**config.mk**
```make
export PLATFORM = sky130hd
export DESIGN_NAME = alu_mdu
export DESIGN_NICKNAME = d
export VERILOG_FILES = /design/src/rtl/alu_pkg.sv /design/src/rtl/alu_mdu_core.sv /design/src/rtl/alu_mdu.sv
export SDC_FILE = /design/constraint.sdc
export NUM_CORES = 1
export LEC_CHECK = 0
export CAP_MARGIN = 20
export CORE_MARGIN = 5
export CORE_UTILIZATION = 45
export CTS_CLUSTER_SIZE = 40
export DETAILED_ROUTE_END_ITERATION = 6
export GPL_ROUTABILITY_DRIVEN = 1
export MAX_ROUTING_LAYER = met4
export SYNTH_ARGS = -nofsm -noshare
export SYNTH_HDL_FRONTEND = slang
export SYNTH_SLANG_ARGS = --single-unit
```
**constraint.sdc**
```tcl
create_clock -name CLK -period 9.25 [get_ports CLK]
set_clock_uncertainty 0.1 [all_clocks]
set_input_delay 1.85 -clock CLK [delete_from_list [all_inputs] [get_ports CLK]]
set_output_delay 1.85 -clock CLK [all_outputs]
set_load 0.01 [all_outputs]
```
**src/rtl/alu_pkg.sv**
```systemverilog
// Shared ALUCtrl opcode constants and the multiply/divide FSM state encoding.
package alu_pkg;
  localparam logic [4:0] ALU_AND  = 5'h00;
  localparam logic [4:0] ALU_OR   = 5'h01;
  localparam logic [4:0] ALU_ADD  = 5'h02;
  localparam logic [4:0] ALU_SLL  = 5'h03;
  localparam logic [4:0] ALU_SRL  = 5'h04;
  localparam logic [4:0] ALU_SUB  = 5'h06;
  localparam logic [4:0] ALU_SLT  = 5'h07;
  localparam logic [4:0] ALU_ADDU = 5'h08;
  localparam logic [4:0] ALU_SUBU = 5'h09;
  localparam logic [4:0] ALU_XOR  = 5'h0A;
  localparam logic [4:0] ALU_SLTU = 5'h0B;
  localparam logic [4:0] ALU_NOR  = 5'h0C;
  localparam logic [4:0] ALU_SRA  = 5'h0D;
  localparam logic [4:0] ALU_LUI  = 5'h0E;
  localparam logic [4:0] ALU_MULT  = 5'h10;
  localparam logic [4:0] ALU_MULTU = 5'h11;
  localparam logic [4:0] ALU_DIV   = 5'h12;
  localparam logic [4:0] ALU_DIVU  = 5'h13;
  localparam logic [4:0] ALU_MFHI  = 5'h14;
  localparam logic [4:0] ALU_MFLO  = 5'h15;

  typedef enum logic [1:0] {
    ST_IDLE = 2'd0,
    ST_RUN  = 2'd1,
    ST_DONE = 2'd2
  } state_t;
endpackage

```
**src/rtl/alu_mdu_core.sv**
```systemverilog
// Iterative multiply/divide unit with the HI/LO registers.
// One result bit per cycle: shift-add multiply, restoring divide, both on
// operand magnitudes with a sign fix-up applied as HI/LO are written.
// Ports: i_clk, i_rst (async active-high), i_start, i_op (ALUCtrl),
//        i_a/i_b operands; o_hi/o_lo, o_busy (RUN), o_done (DONE),
//        o_divzero (with o_done when divisor was zero).
// Config: ALU_MDU_DIV_EN enables DIV/DIVU; otherwise they never launch.
module alu_mdu_core import alu_pkg::*; #(
  parameter int WIDTH = 32
) (
  input  logic             i_clk,
  input  logic             i_rst,
  input  logic             i_start,
  input  logic [4:0]       i_op,
  input  logic [WIDTH-1:0] i_a,
  input  logic [WIDTH-1:0] i_b,
  output logic [WIDTH-1:0] o_hi,
  output logic [WIDTH-1:0] o_lo,
  output logic             o_busy,
  output logic             o_done,
  output logic             o_divzero
);
  localparam int CW = $clog2(WIDTH);

  state_t           r_state, w_next;
  logic [CW-1:0]    r_cnt;
  logic             r_div, r_neg_q, r_neg_r, r_bzero, r_divz;
  logic [WIDTH-1:0] r_dvd, r_opb, r_acc_lo, r_hi, r_lo;
  logic [WIDTH:0]   r_acc_hi;   // mul: upper product half; div: partial remainder

  logic             w_div_ok, w_launch, w_signed, w_a_neg, w_b_neg, w_last, w_ge;
  logic [WIDTH-1:0] w_acc_lo_n, w_fin_hi, w_fin_lo;
  logic [WIDTH:0]   w_acc_hi_n, w_sum, w_sh;
  logic [2*WIDTH-1:0] w_prod;

`ifdef ALU_MDU_DIV_EN
  assign w_div_ok = (i_op == ALU_DIV) || (i_op == ALU_DIVU);
`else
  assign w_div_ok = 1'b0;
`endif

  assign w_launch = i_start && (r_state != ST_RUN) &&
                    ((i_op == ALU_MULT) || (i_op == ALU_MULTU) || w_div_ok);
  assign w_signed = (i_op == ALU_MULT) || (i_op == ALU_DIV);
  assign w_a_neg  = w_signed & i_a[WIDTH-1];
  assign w_b_neg  = w_signed & i_b[WIDTH-1];
  assign w_last   = (r_cnt == CW'(WIDTH - 1));

  // one iteration step and the signed fix-up of the final step
  always_comb begin
    w_sum = r_acc_hi + (r_acc_lo[0] ? {1'b0, r_opb} : '0);
    w_sh  = {r_acc_hi[WIDTH-1:0], r_acc_lo[WIDTH-1]};
    w_ge  = (w_sh >= {1'b0, r_opb});
    if (r_div) begin
      w_acc_hi_n = w_ge ? (w_sh - {1'b0, r_opb}) : w_sh;
      w_acc_lo_n = {r_acc_lo[WIDTH-2:0], w_ge};
    end else begin
      w_acc_hi_n = {1'b0, w_sum[WIDTH:1]};
      w_acc_lo_n = {w_sum[0], r_acc_lo[WIDTH-1:1]};
    end
    w_prod = {w_acc_hi_n[WIDTH-1:0], w_acc_lo_n};
    if (r_neg_q) w_prod = -w_prod;
    if (!r_div) begin
      {w_fin_hi, w_fin_lo} = w_prod;
    end else if (r_bzero) begin
      w_fin_lo = '1;
      w_fin_hi = r_dvd;
    end else begin
      w_fin_lo = r_neg_q ? -w_acc_lo_n : w_acc_lo_n;
      w_fin_hi = r_neg_r ? -w_acc_hi_n[WIDTH-1:0] : w_acc_hi_n[WIDTH-1:0];
    end
  end

  always_ff @(posedge i_clk or posedge i_rst) begin
    if (i_rst) r_state <= ST_IDLE;
    else       r_state <= w_next;
  end

  always_comb begin
    w_next = r_state;
    case (r_state)
      ST_IDLE: if (w_launch) w_next = ST_RUN;
      ST_RUN:  if (w_last)   w_next = ST_DONE;
      ST_DONE: w_next = w_launch ? ST_RUN : ST_IDLE;
      default: w_next = ST_IDLE;
    endcase
  end

  always_ff @(posedge i_clk or posedge i_rst) begin
    if (i_rst) begin
      r_cnt    <= '0;
      r_div    <= 1'b0;
      r_neg_q  <= 1'b0;
      r_neg_r  <= 1'b0;
      r_bzero  <= 1'b0;
      r_divz   <= 1'b0;
      r_dvd    <= '0;
      r_opb    <= '0;
      r_acc_hi <= '0;
      r_acc_lo <= '0;
      r_hi     <= '0;
      r_lo     <= '0;
    end else begin
      r_divz <= (r_state == ST_RUN) && w_last && r_div && r_bzero;
      if (w_launch) begin
        r_cnt    <= '0;
        r_div    <= w_div_ok;
        r_neg_q  <= w_a_neg ^ w_b_neg;
        r_neg_r  <= w_a_neg;
        r_bzero  <= (i_b == '0);
        r_dvd    <= i_a;
        r_opb    <= w_b_neg ? -i_b : i_b;
        r_acc_hi <= '0;
        r_acc_lo <= w_a_neg ? -i_a : i_a;
      end else if (r_state == ST_RUN) begin
        r_cnt    <= r_cnt + CW'(1);
        r_acc_hi <= w_acc_hi_n;
        r_acc_lo <= w_acc_lo_n;
        if (w_last) begin
          r_hi <= w_fin_hi;
          r_lo <= w_fin_lo;
        end
      end
    end
  end

  assign o_hi      = r_hi;
  assign o_lo      = r_lo;
  assign o_busy    = (r_state == ST_RUN);
  assign o_done    = (r_state == ST_DONE);
  assign o_divzero = r_divz;
endmodule

```
**src/rtl/alu_mdu.sv**
```systemverilog
// ALU with an attached iterative multiply/divide unit.
// Single-cycle ops are purely combinational on BusW/Zero/Overflow; MD ops
// run in alu_mdu_core and are read back with MFHI/MFLO.
// Ports: CLK, Reset (async active-high), BusA, BusB, ALUCtrl, Start;
//        BusW, Zero, Overflow, Busy, Done, DivZero, Stall.
// Config: ALU_MDU_DIV_EN enables DIV/DIVU (otherwise codes 12h/13h unused).
module alu_mdu import alu_pkg::*; #(
  parameter int WIDTH = 32
) (
  input  logic             CLK,
  input  logic             Reset,
  input  logic [WIDTH-1:0] BusA,
  input  logic [WIDTH-1:0] BusB,
  input  logic [4:0]       ALUCtrl,
  input  logic             Start,
  output logic [WIDTH-1:0] BusW,
  output logic             Zero,
  output logic             Overflow,
  output logic             Busy,
  output logic             Done,
  output logic             DivZero,
  output logic             Stall
);
  logic [WIDTH-1:0] w_hi, w_lo, w_sum, w_diff, w_res;
  logic [4:0]       w_shamt;
  logic             w_ovf;

  alu_mdu_core #(.WIDTH(WIDTH)) u_core (
    .i_clk(CLK), .i_rst(Reset), .i_start(Start), .i_op(ALUCtrl),
    .i_a(BusA), .i_b(BusB), .o_hi(w_hi), .o_lo(w_lo),
    .o_busy(Busy), .o_done(Done), .o_divzero(DivZero)
  );

  assign w_shamt = BusA[4:0];
  assign w_sum   = BusA + BusB;
  assign w_diff  = BusA - BusB;

  // MD launch codes and unused codes fall through to zero
  always_comb begin
    w_res = '0;
    w_ovf = 1'b0;
    case (ALUCtrl)
      ALU_AND:  w_res = BusA & BusB;
      ALU_OR:   w_res = BusA | BusB;
      ALU_ADD: begin
        w_res = w_sum;
        w_ovf = (BusA[WIDTH-1] == BusB[WIDTH-1]) && (w_sum[WIDTH-1] != BusA[WIDTH-1]);
      end
      ALU_SUB: begin
        w_res = w_diff;
        w_ovf = (BusA[WIDTH-1] != BusB[WIDTH-1]) && (w_diff[WIDTH-1] != BusA[WIDTH-1]);
      end
      ALU_ADDU: w_res = w_sum;
      ALU_SUBU: w_res = w_diff;
      ALU_SLL:  w_res = BusB << w_shamt;
      ALU_SRL:  w_res = BusB >> w_shamt;
      ALU_SRA:  w_res = $signed(BusB) >>> w_shamt;
      ALU_SLT:  w_res = {{(WIDTH-1){1'b0}}, ($signed(BusA) < $signed(BusB))};
      ALU_SLTU: w_res = {{(WIDTH-1){1'b0}}, (BusA < BusB)};
      ALU_XOR:  w_res = BusA ^ BusB;
      ALU_NOR:  w_res = ~(BusA | BusB);
      ALU_LUI:  w_res = BusB << 16;
      ALU_MFHI: w_res = w_hi;
      ALU_MFLO: w_res = w_lo;
      default:  w_res = '0;
    endcase
  end

  assign BusW     = w_res;
  assign Zero     = (w_res == '0);
  assign Overflow = w_ovf;
  assign Stall    = Busy && ((ALUCtrl == ALU_MFHI) || (ALUCtrl == ALU_MFLO));
endmodule

```
== Yosys cells after proc, flatten, opt, wreduce, memory -nomap -nowiden ==
Cells that the tools add are included.

* $add $sub $neg: 7
* Magnitude comparators: 2
* Eq/ne operators: 28
* Shift operators: 3
* Mux-type cells: 16
* Bitwise logic cells: 8
* Reductions and logical operators: 16

{| class="wikitable"
|+ Operators with widths
! operator !! number
|-
| one-hot mux 32 bit (14 select lines) || 1
|-
| two-way mux 32 bit || 5
|-
| two-way mux 33 bit || 2
|-
| less-than comparator 32 bit || 2
|-
| two-way mux 64 bit || 1
|-
| negation 32 bit || 2
|-
| negation 64 bit || 1
|-
| equality test 5 x 4 -> 1 bit, second input constant || 7
|-
| adder 33 bit || 1
|-
| adder 32 bit || 1
|-
| AND 32 bit || 1
|-
| zero test 32 bit || 1
|-
| inverter 32 bit || 1
|-
| bitwise OR 32 bit || 1
|-
| left shift 32 x 5 -> 32 bit || 1
|-
| >> shifter 32 x 5 -> 32 bit || 1
|-
| >>> shifter 32 x 5 -> 32 bit || 1
|-
| subtractor 32 bit || 1
|-
| XOR 32 bit || 1
|-
| equality test 5 bit, second input constant || 6
|-
| equality test 5 x 3 -> 1 bit, second input constant || 3
|-
| equality test 5 x 2 -> 1 bit, second input constant || 2
|-
| two-way mux 5 bit || 2
|-
| != test 2 x 1 -> 1 bit, second input constant || 3
|-
| 21 further kinds || 32
|}

* Flip-flop bits (word level): 169
* Input bits: 72
* Word-level logic and storage cells: 88

== Logic depth before layout (Yosys ltp) ==
Gate-level depths: netlist of run 1.

* Depth in word-level cells: 5
* Depth in mapped cells: 18
* Gate-level depth less buffers: 15

== By module ==
From an unflattened synthesis of run 1, not the netlist that was laid out.

* Cells, all modules: 2,861
* Area total of the unflattened synthesis: 21,624.5 um^2

{| class="wikitable"
|+ By module, submodules not included
! module !! instances !! cells an instance !! area an instance (um^2)
|-
| alu_mdu_core || 1 || 1,356 || 11,188.2
|-
| alu_mdu || 1 || 1,505 || 10,436.3
|}

== Worst setup path after synthesis of run 1 ==
Ideal clock, no wire load.

* Kind: input to output
* Start point: in BusA[1]
* End point: out Zero
* Data arrival time: 6.915 ns
* Required time: 7.300 ns
* Path slack: 0.385 ns
* Cell stages on the path: 17
* Buffers on the path: 4
* Cells stage by stage: buf_4 > inv_2 > buf_1 > clkbuf_1 > buf_1 > fa_1 > o21bai_1 > a2111oi_0 > o21ai_0 > a21oi_1 > o221a_2 > o211ai_1 > or4_1 > or4_1 > or4_1 > or4_1 > nor4_2

* Elaborated cells between the ends (all ways): 13
* Those cells by class: add/sub (2); order compare (2); shift (3); mux (1); bitwise (4); reduce/logical (1)

{| class="wikitable"
|+ RTL lines
! what !! line !! text
|-
| from (decl) || alu_mdu.sv:12 || <nowiki>input logic [WIDTH-1:0] BusA,</nowiki>
|-
| subtractor 32 bit (tied with other cells) || alu_mdu.sv:36 || <nowiki>assign w_diff = BusA - BusB;</nowiki>
|-
| one-hot mux 32 bit (14 select lines) * || alu_mdu.sv:42 || <nowiki>case (ALUCtrl)</nowiki>
|-
| via BusW[14] || alu_mdu.sv:16 || <nowiki>output logic [WIDTH-1:0] BusW,</nowiki>
|-
| zero test 32 bit * || alu_mdu.sv:70 || <nowiki>assign Zero = (w_res == '0);</nowiki>
|-
| to (decl) || alu_mdu.sv:17 || <nowiki>output logic Zero,</nowiki>
|}

The timed path passes the listed nets; every way through them passes the cells marked *.

== Worst setup path after layout of run 1 ==
* Start point: in ALUCtrl[2]
* End point: out Zero

* Word-level cells in the longest chain between the ends: 4
* Elaborated cells between the ends (all ways): 20
* Those cells by class: eq/ne (15); mux (1); reduce/logical (4)

{| class="wikitable"
|+ RTL lines
! what !! line !! text
|-
| from (decl) || alu_mdu.sv:14 || <nowiki>input logic [4:0] ALUCtrl,</nowiki>
|-
| equality test 5 x 4 -> 1 bit (tied with other cells) || alu_mdu.sv:42 ||
|-
| OR reduction 2 bit (no source line) || - ||
|-
| one-hot mux 32 bit (14 select lines) * || alu_mdu.sv:42 ||
|-
| zero test 32 bit * || alu_mdu.sv:70 ||
|}

Every way passes the cells marked *; elsewhere a longest branch is shown, timed or not.

==> metrics.txt, run 1 <==
critical path launch point type=primary input; Hold Path Class=reg -> reg; CP max FO=21; vias per cell=roughly 7; synth unique cells=between 90 and 100; post-synthesis sequential area ratio=about a fifth; CP most frequent cell=buf_4; Syn Nets=between 3,000 and 4,000; GRT Overall Usage=between 40 and 50%; Total Power=around 4.3 mW; Clk Latency, worst-skew pair=around 0.45 ns; Worst EP arrival=6.94 ns; port bufs=between 100 and 150; mean post-synth cell area=7.49 um2; # setup viols final=0; Layout area overhead=19.3%; cts hold-fix bufs=0; worst-margin pin slew=around 1.1 ns; Post-Syn Area=roughly 22,000 um2; Die Wd=approximately 230 um; Initial Util=~45%; Power Density=168 nW/um2; pre-CTS setup slack=-0.191 ns; Die ar.=52,700 um2; outcome=finished clean; Max Cap Viol=0; Critical Path End Type=primary output; # Post-CTS Setup Buffers=0; Final #Nets=around 3,300; Final Cell Area=between 20,000 and 30,000 um2; crit path kind=in -> out; combinational family with the most area after synthesis=compound AO/OA/AOI/OAI gates; Slowest Stage Delay on Critical Path=0.73 ns; max-slew violations=0; max-slew headroom at the worst pin=23.0%; CTS root buf=clkbuf_16; clock slew at reported path FFs=approximately 0.070 ns; crit path time final=between 8 and 9 ns; #FFs+latches synth=168; Final HPWL DP=a little over 90,000 um; Initial DRT Pass Iterations=7; crit-path cells=clkdlybuf4s50_1 > buf_4 > or3b_2 > buf_4 > nor3_2 > nand2_1 > buf_4 > o21ai_0 > a2111oi_0 > buf_4 > o221ai_1 > or4_1 > or4_1 > or4_1 > nor4_2 > dlymetal6s2s_1; Antenna diodes=0; GP Congestion=between 1 and 1.5; number of DRC markers in iteration 0=between 4,000 and 5,000; setup_tns=0 ns; final hold violations=0; Routed WL=~120,000 um; vias after detailed routing=roughly 26,000; worst path required time=around 7.3 ns; largest net degree at the start of global routing=130; slowest stage cell, crit path=a2111oi_0; clk sinks=between 150 and 200; # IOs=110; first-pass GRT wire length=167,000 um; Post-Synthesis Cells=2,899; Final ANT Viol Nets=0; layout cells sized above 1=roughly 15%; CTS tree=yes; Post-Synth Simple-Gate Area=a little under a quarter; per-cell routed wire length=about 31 um; ys flop type=dfrtp_1; DRC viols=0; H-tree Lvls=4; Max clock buf depth=2; EDFF count, synth=0; multiplexer share of the synthesized area=a little under a tenth; Post-Synth XOR/XNOR Area=under 10%; utilization after layout=a little over half; leakage=around 11 nW; Synth warnings=0; vias in the first global route=roughly 25,000; VDD IR-drop max=around 0.00036 V; final worst-path cycle share=between 90% and 100%; Compound-Gate Fraction of Synth Area=between 20% and 30%; Die H=230 um; Core ar.=between 40,000 and 50,000 um2; antenna violations before repair=1; # rows=80; fraction of registers with async set or reset after synthesis=100%; Fmax achieved=roughly 0.11 GHz; total CTS buffers=17; RSZ-0062 raised after global routing=false; final worst slack=~0.36 ns; Post-Synth Adder-Cell Area=8.29%; grt total ovfl=0; Cell Area, Placed=approximately 25,000 um2
==> layout by cell type, fill, tap and decap left out, types with 21 or more instances in the layout <==
cell type	Yosys	routed
xor2_1	59	59
a22oi_1	37	37
nor4_1	24	24
o22ai_1	21	21
buf_4	17	314
nand4_1	39	39
a31oi_1	60	60
mux2i_1	60	60
and2_1	43	43
and3_1	22	22
or3_1	25	25
clkdlybuf4s50_1	0	101
nor2_1	200	198
nand2_1	432	431
o31ai_1	41	40
xnor2_1	106	106
nor3_1	67	64
ha_1	139	139
nand2b_1	24	23
a211oi_1	26	26
a21oi_1	145	143
nor2b_1	21	21
a21o_1	25	25
inv_1	121	119
mux4_2	47	47
a221oi_1	32	31
o211ai_1	31	31
dfrtp_1	168	167
o21ai_0	255	254
or4_1	23	23
nand3_1	94	94
==> final cells by class <==
cell class                      instances  area, um2
Multi-Input combinational cell       2380      16100
Inverter                              125        474
Clock buffer                           17        425
Timing Repair Buffer                  435       3720
Clock inverter                         15        161
Sequential cell                       168       4210
Tap cell                              615        769
Fill cell                            4517      21800
==> where the power goes <==
part           switching (mW)  total (mW)  internal, mW  leakage, nW
sequential              0.231        1.19         0.958         1.93
combinational            1.53        2.43         0.893         9.03
clock                   0.339       0.722         0.383        0.289
total                    2.10        4.34          2.23         11.3
==> cell families (layout without fill, tap and decap cells) <==
group / after synthesis / after routing
adders and majority gates: 142 / 142
and+or+nand+nor: 1065 / 1065
AOI/OAI and AO/OA: 876 / 876
xor gates and xnor gates: 165 / 165
muxes: 131 / 131
DFF: 168 / 168
other: 1 / 1
buffers and inverters: 351 / 592
==> layer usage <==
metal	track usage, %	vias to the layer above	share of wire (%)
li1	-	11100	-
met1	55.0	12600	38
met2	63.7	2127	43
met3	11.0	557	12
met4	21.7	0	6.8
met5	-	-	0
==> worst max-delay path: cells and delay by family <==
kind	cells	cell delay (ns)
simple gates	7	2.41
compound gates	3	0.97
buf+inv	6	1.69
==> metrics by stage <==
step                      std cells  hold WS [ns]
after detailed placement       3722         0.367
after CTS                      3754         0.383
after global placement         3722         0.358
final                          3755         0.379
after floorplan                2899         0.338
after global routing           3755         0.403
==> path summary, 6_finish.rpt <==
check                      slack, ns  cells after the start              end               start
hold / removal                  0.38                      2  u_core.r_opb[5]     u_core.r_opb[5]
setup / recovery                0.36                     16             Zero          ALUCtrl[2]
setup reg to reg                3.18                     15  u_core.o_hi[31]  u_core.r_acc_lo[0]
max in group asynchronous       5.61                      3   u_core.r_neg_q               Reset
hold reg to reg                 0.38                      2  u_core.r_opb[5]     u_core.r_opb[5]
min in group asynchronous       1.83                      2  u_core.r_cnt[2]               Reset
==> cell usage after synthesis (all sizes together) (43+ instances only) <==
master	number	area share, %
nand2	432	7.5
o21ai	256	5.9
nor2	200	3.5
clkbuf	169	2.9
dfrtp	168	19
a21oi	145	3.3
ha	139	8.0
inv	123	2.1
xnor2	106	4.3
nand3	95	2.2
nor3	67	1.5
a31oi	60	1.7
mux2i	60	2.8
xor2	59	2.4
buf	57	1.6
mux4	52	5.5
and2	43	1.2
==> registers in the layout, indices dropped and copies added, names as in the netlist <==
signal,flops
u_core.r_opb,32
u_core.o_lo,32
u_core.r_acc_hi,32
u_core.r_cnt,5
u_core.o_hi,32
u_core.r_state,2
u_core.r_acc_lo,32
u_core.r_neg_q,1
==> repair_timing <==
item                                    4_1_cts  5_1_grt
pin swaps                                     0        0
endpoints found under the setup margin        1        1
resized for setup                             1       12
Power figures use the tool's default switching activity.
==> run 2: changes to the inputs <==
==> constraint.sdc (replaced) <==
create_clock -name CLK -period 9.25 [get_ports CLK]
set_clock_uncertainty 0.1 [all_clocks]
set_input_delay 1.3875 -clock CLK [delete_from_list [all_inputs] [get_ports CLK]]
set_output_delay 1.3875 -clock CLK [all_outputs]
set_load 0.01 [all_outputs]
==> run 2 against run 1 <==
  * Flip-flop and latch count is the same
  * Worst hold slack worse by 0.0023 ns
  * Setup slack improved by 0.074 ns
  * Clock power up 2%
  * Design area fell by 6.2%
  * Power shrank 2.2%
  * Critical path type unchanged
  * Largest cell class unchanged
==> metrics.txt, run 2 (synthesis gave the netlist of run 1 again) <==
largest net degree at the start of global routing=126 (-3.1%); FF-to-FF setup slack=3.00 ns (-0.18 ns); H-tree Lvls=4 (unchanged); GP Congestion=1.12 (-2.5%); vias per cell=7.10 (+1.0%); crit path kind=in -> out; clock share of power=17.3% (+0.7 points); grt total ovfl=0 (unchanged); Final #Nets=3,148 (-5.8%); cts hold-fix bufs=0 (unchanged); setup_tns=0 ns (unchanged); final hold violations=0 (unchanged); slowest stage cell, crit path=o21ai_0; GRT Overall Usage=42.2% (-1.0 points); Final HPWL DP=88,600 um (-2.3%); most common cell after layout, fill and taps aside=nand2_1; max-slew violations=0 (unchanged); RSZ-0062 raised after global routing=false; Max clock buf depth=2 (unchanged); Die ar.=52,700 um2 (unchanged); Layout area overhead=11.9%; most frequent cells in the layout=431 x nand2_1, 255 x o21ai_0, 198 x nor2_1; total CTS buffers=17 (unchanged); CTS root buf=clkbuf_16; Core ar.=47,700 um2 (unchanged); leakage=10.2 nW (-8.9%); Clk Latency, worst-skew pair=0.44 ns (about the same); CP most frequent cell=or4_1; Critical Path End Type=primary output; Initial Util=45.5% (unchanged); per-cell routed wire length=31.9 um (+3.1%); Int Power=2.19 mW (-1.9%); switching portion of total power=48.4% (-0.14 points); Hold Path Depth=2 (unchanged); CP startpoint=BusB[0]; Die Wd=230 um (unchanged); hold path start=u_core.r_opb[7]; Final ANT Viol Nets=0 (unchanged); Reg-to-Reg End=u_core.o_hi[31]; Cell Area, Placed=23,700 um2 (-6.3%); Hold Path Class=reg -> reg; worst path required time=7.76 ns (+0.46 ns); vias in the first global route=23,700 (-4.9%); CP max FO=8 (-62%); Fmax achieved=0.113 GHz (+0.84%); clock slew at reported path FFs=0.07 ns (about the same); # rows=80 (unchanged); DRC viols=0 (unchanged); Comb pwr share=54.6% (-1.3 points); number of DRC markers in iteration 0=3,988 (-12%); Slowest Stage Delay on Critical Path=0.59 ns (-0.14 ns); Max Cap Viol=0 (unchanged); crit-path cells=clkdlybuf4s50_1 > ha_1 > fa_1 > o21bai_1 > a2111oi_0 > o21ai_0 > a21oi_1 > a221oi_1 > o211ai_1 > or4_1 > or4_1 > or4_1 > or4_1 > nor4_2 > clkdlybuf4s50_1; worst r2r src=u_core.r_acc_lo[0]; crit path time final=8.82 ns (-0.0740 ns); # IOs=110 (unchanged); CTS tree=yes; layout cells sized above 1=9.30% (-5.8 points); # setup viols final=0 (unchanged); Psw=2.05 mW (-2.5%); max-slew headroom at the worst pin=25.5% (+2.5 points); worst-margin pin slew=1.11 ns (-0.0396 ns); critical path launch point type=primary input; VDD IR-drop max=0.000259 V (-27%); Die H=230 um (unchanged); Worst EP arrival=7.33 ns (+0.39 ns); vias after detailed routing=25,300 (-4.1%); Routed WL=114,000 um (-2.1%); hold endpoint=u_core.r_opb[7]; port bufs=108 (unchanged); CTS resizes=0 (-1); clk sinks=168 (unchanged); Initial DRT Pass Iterations=7 (unchanged); # Post-CTS Setup Buffers=0 (unchanged); antenna violations before repair=3 (+2); Power Density=175 nW/um2 (+4.2%); first-pass GRT wire length=162,000 um (-2.9%); Reg power frac=28.1% (+0.7 points); final worst-path cycle share=95.3% (-0.80 points); hold_ws=0.377 ns (-0.00232 ns); FF-to-FF path depth=15 (unchanged); outcome=finished clean; Final Cell Area=24,300 um2 (-6.2%)
==> run 2: per-layer routing <==
metal	global-route usage [%]	vias to the layer above	share of wire [%]
met1	54.4	12300	39
li1	-	10700	-
met3	10.4	399	12
met2	62.9	1956	43
met4	18.7	0	6.0
met5	-	-	0
==> run 2: critical path, delay by kind of cell <==
kind            cells  cell delay [ns]
compound gates      6             1.87
fa+ha+maj           2             0.72
buf+inv             2             1.14
simple gates        5             2.20
==> run 2: worst max-delay path by stage <==
stage | to | slack [ns] | cells past startpoint
after floorplan | Zero | 1.31 | 17
after global placement | Zero | 0.65 | 15
after detailed placement | Zero | 0.58 | 15
after CTS | Zero | 0.55 | 15
after global routing | Zero | 0.01 | 15
final | Zero | 0.43 | 15
==> run 2: cell type report <==
class	instances	area (um2)
Antenna cell	3	7.51
Fill cell	4568	23400
Timing Repair Buffer	242	2130
Multi-Input combinational cell	2380	16100
Sequential cell	168	4210
Clock inverter	13	154
Inverter	125	474
Clock buffer	19	443
Tap cell	615	769
==> run 2: power by group through the flow <==
stage               clock network (mW)  logic (mW)  registers (mW)
finish                           0.733        2.32            1.19
global route                     0.773        2.48            1.21
CTS                              0.738        2.24            1.18
detailed placement                   0        2.22            1.19
global placement                     0        2.17            1.17
floorplan                            0        1.54            1.09
==> run 2: metrics by stage <==
stage	worst slack (ns)	power [mW]	std cells	util, %
floorplan	1.31	2.63	2899	-
finish	0.433	4.24	3565	50.9
detailed placement	0.579	3.41	3528	49.5
CTS	0.545	4.15	3560	50.8
global route	0.0101	4.46	3565	50.9
global placement	0.649	3.34	3528	49.5
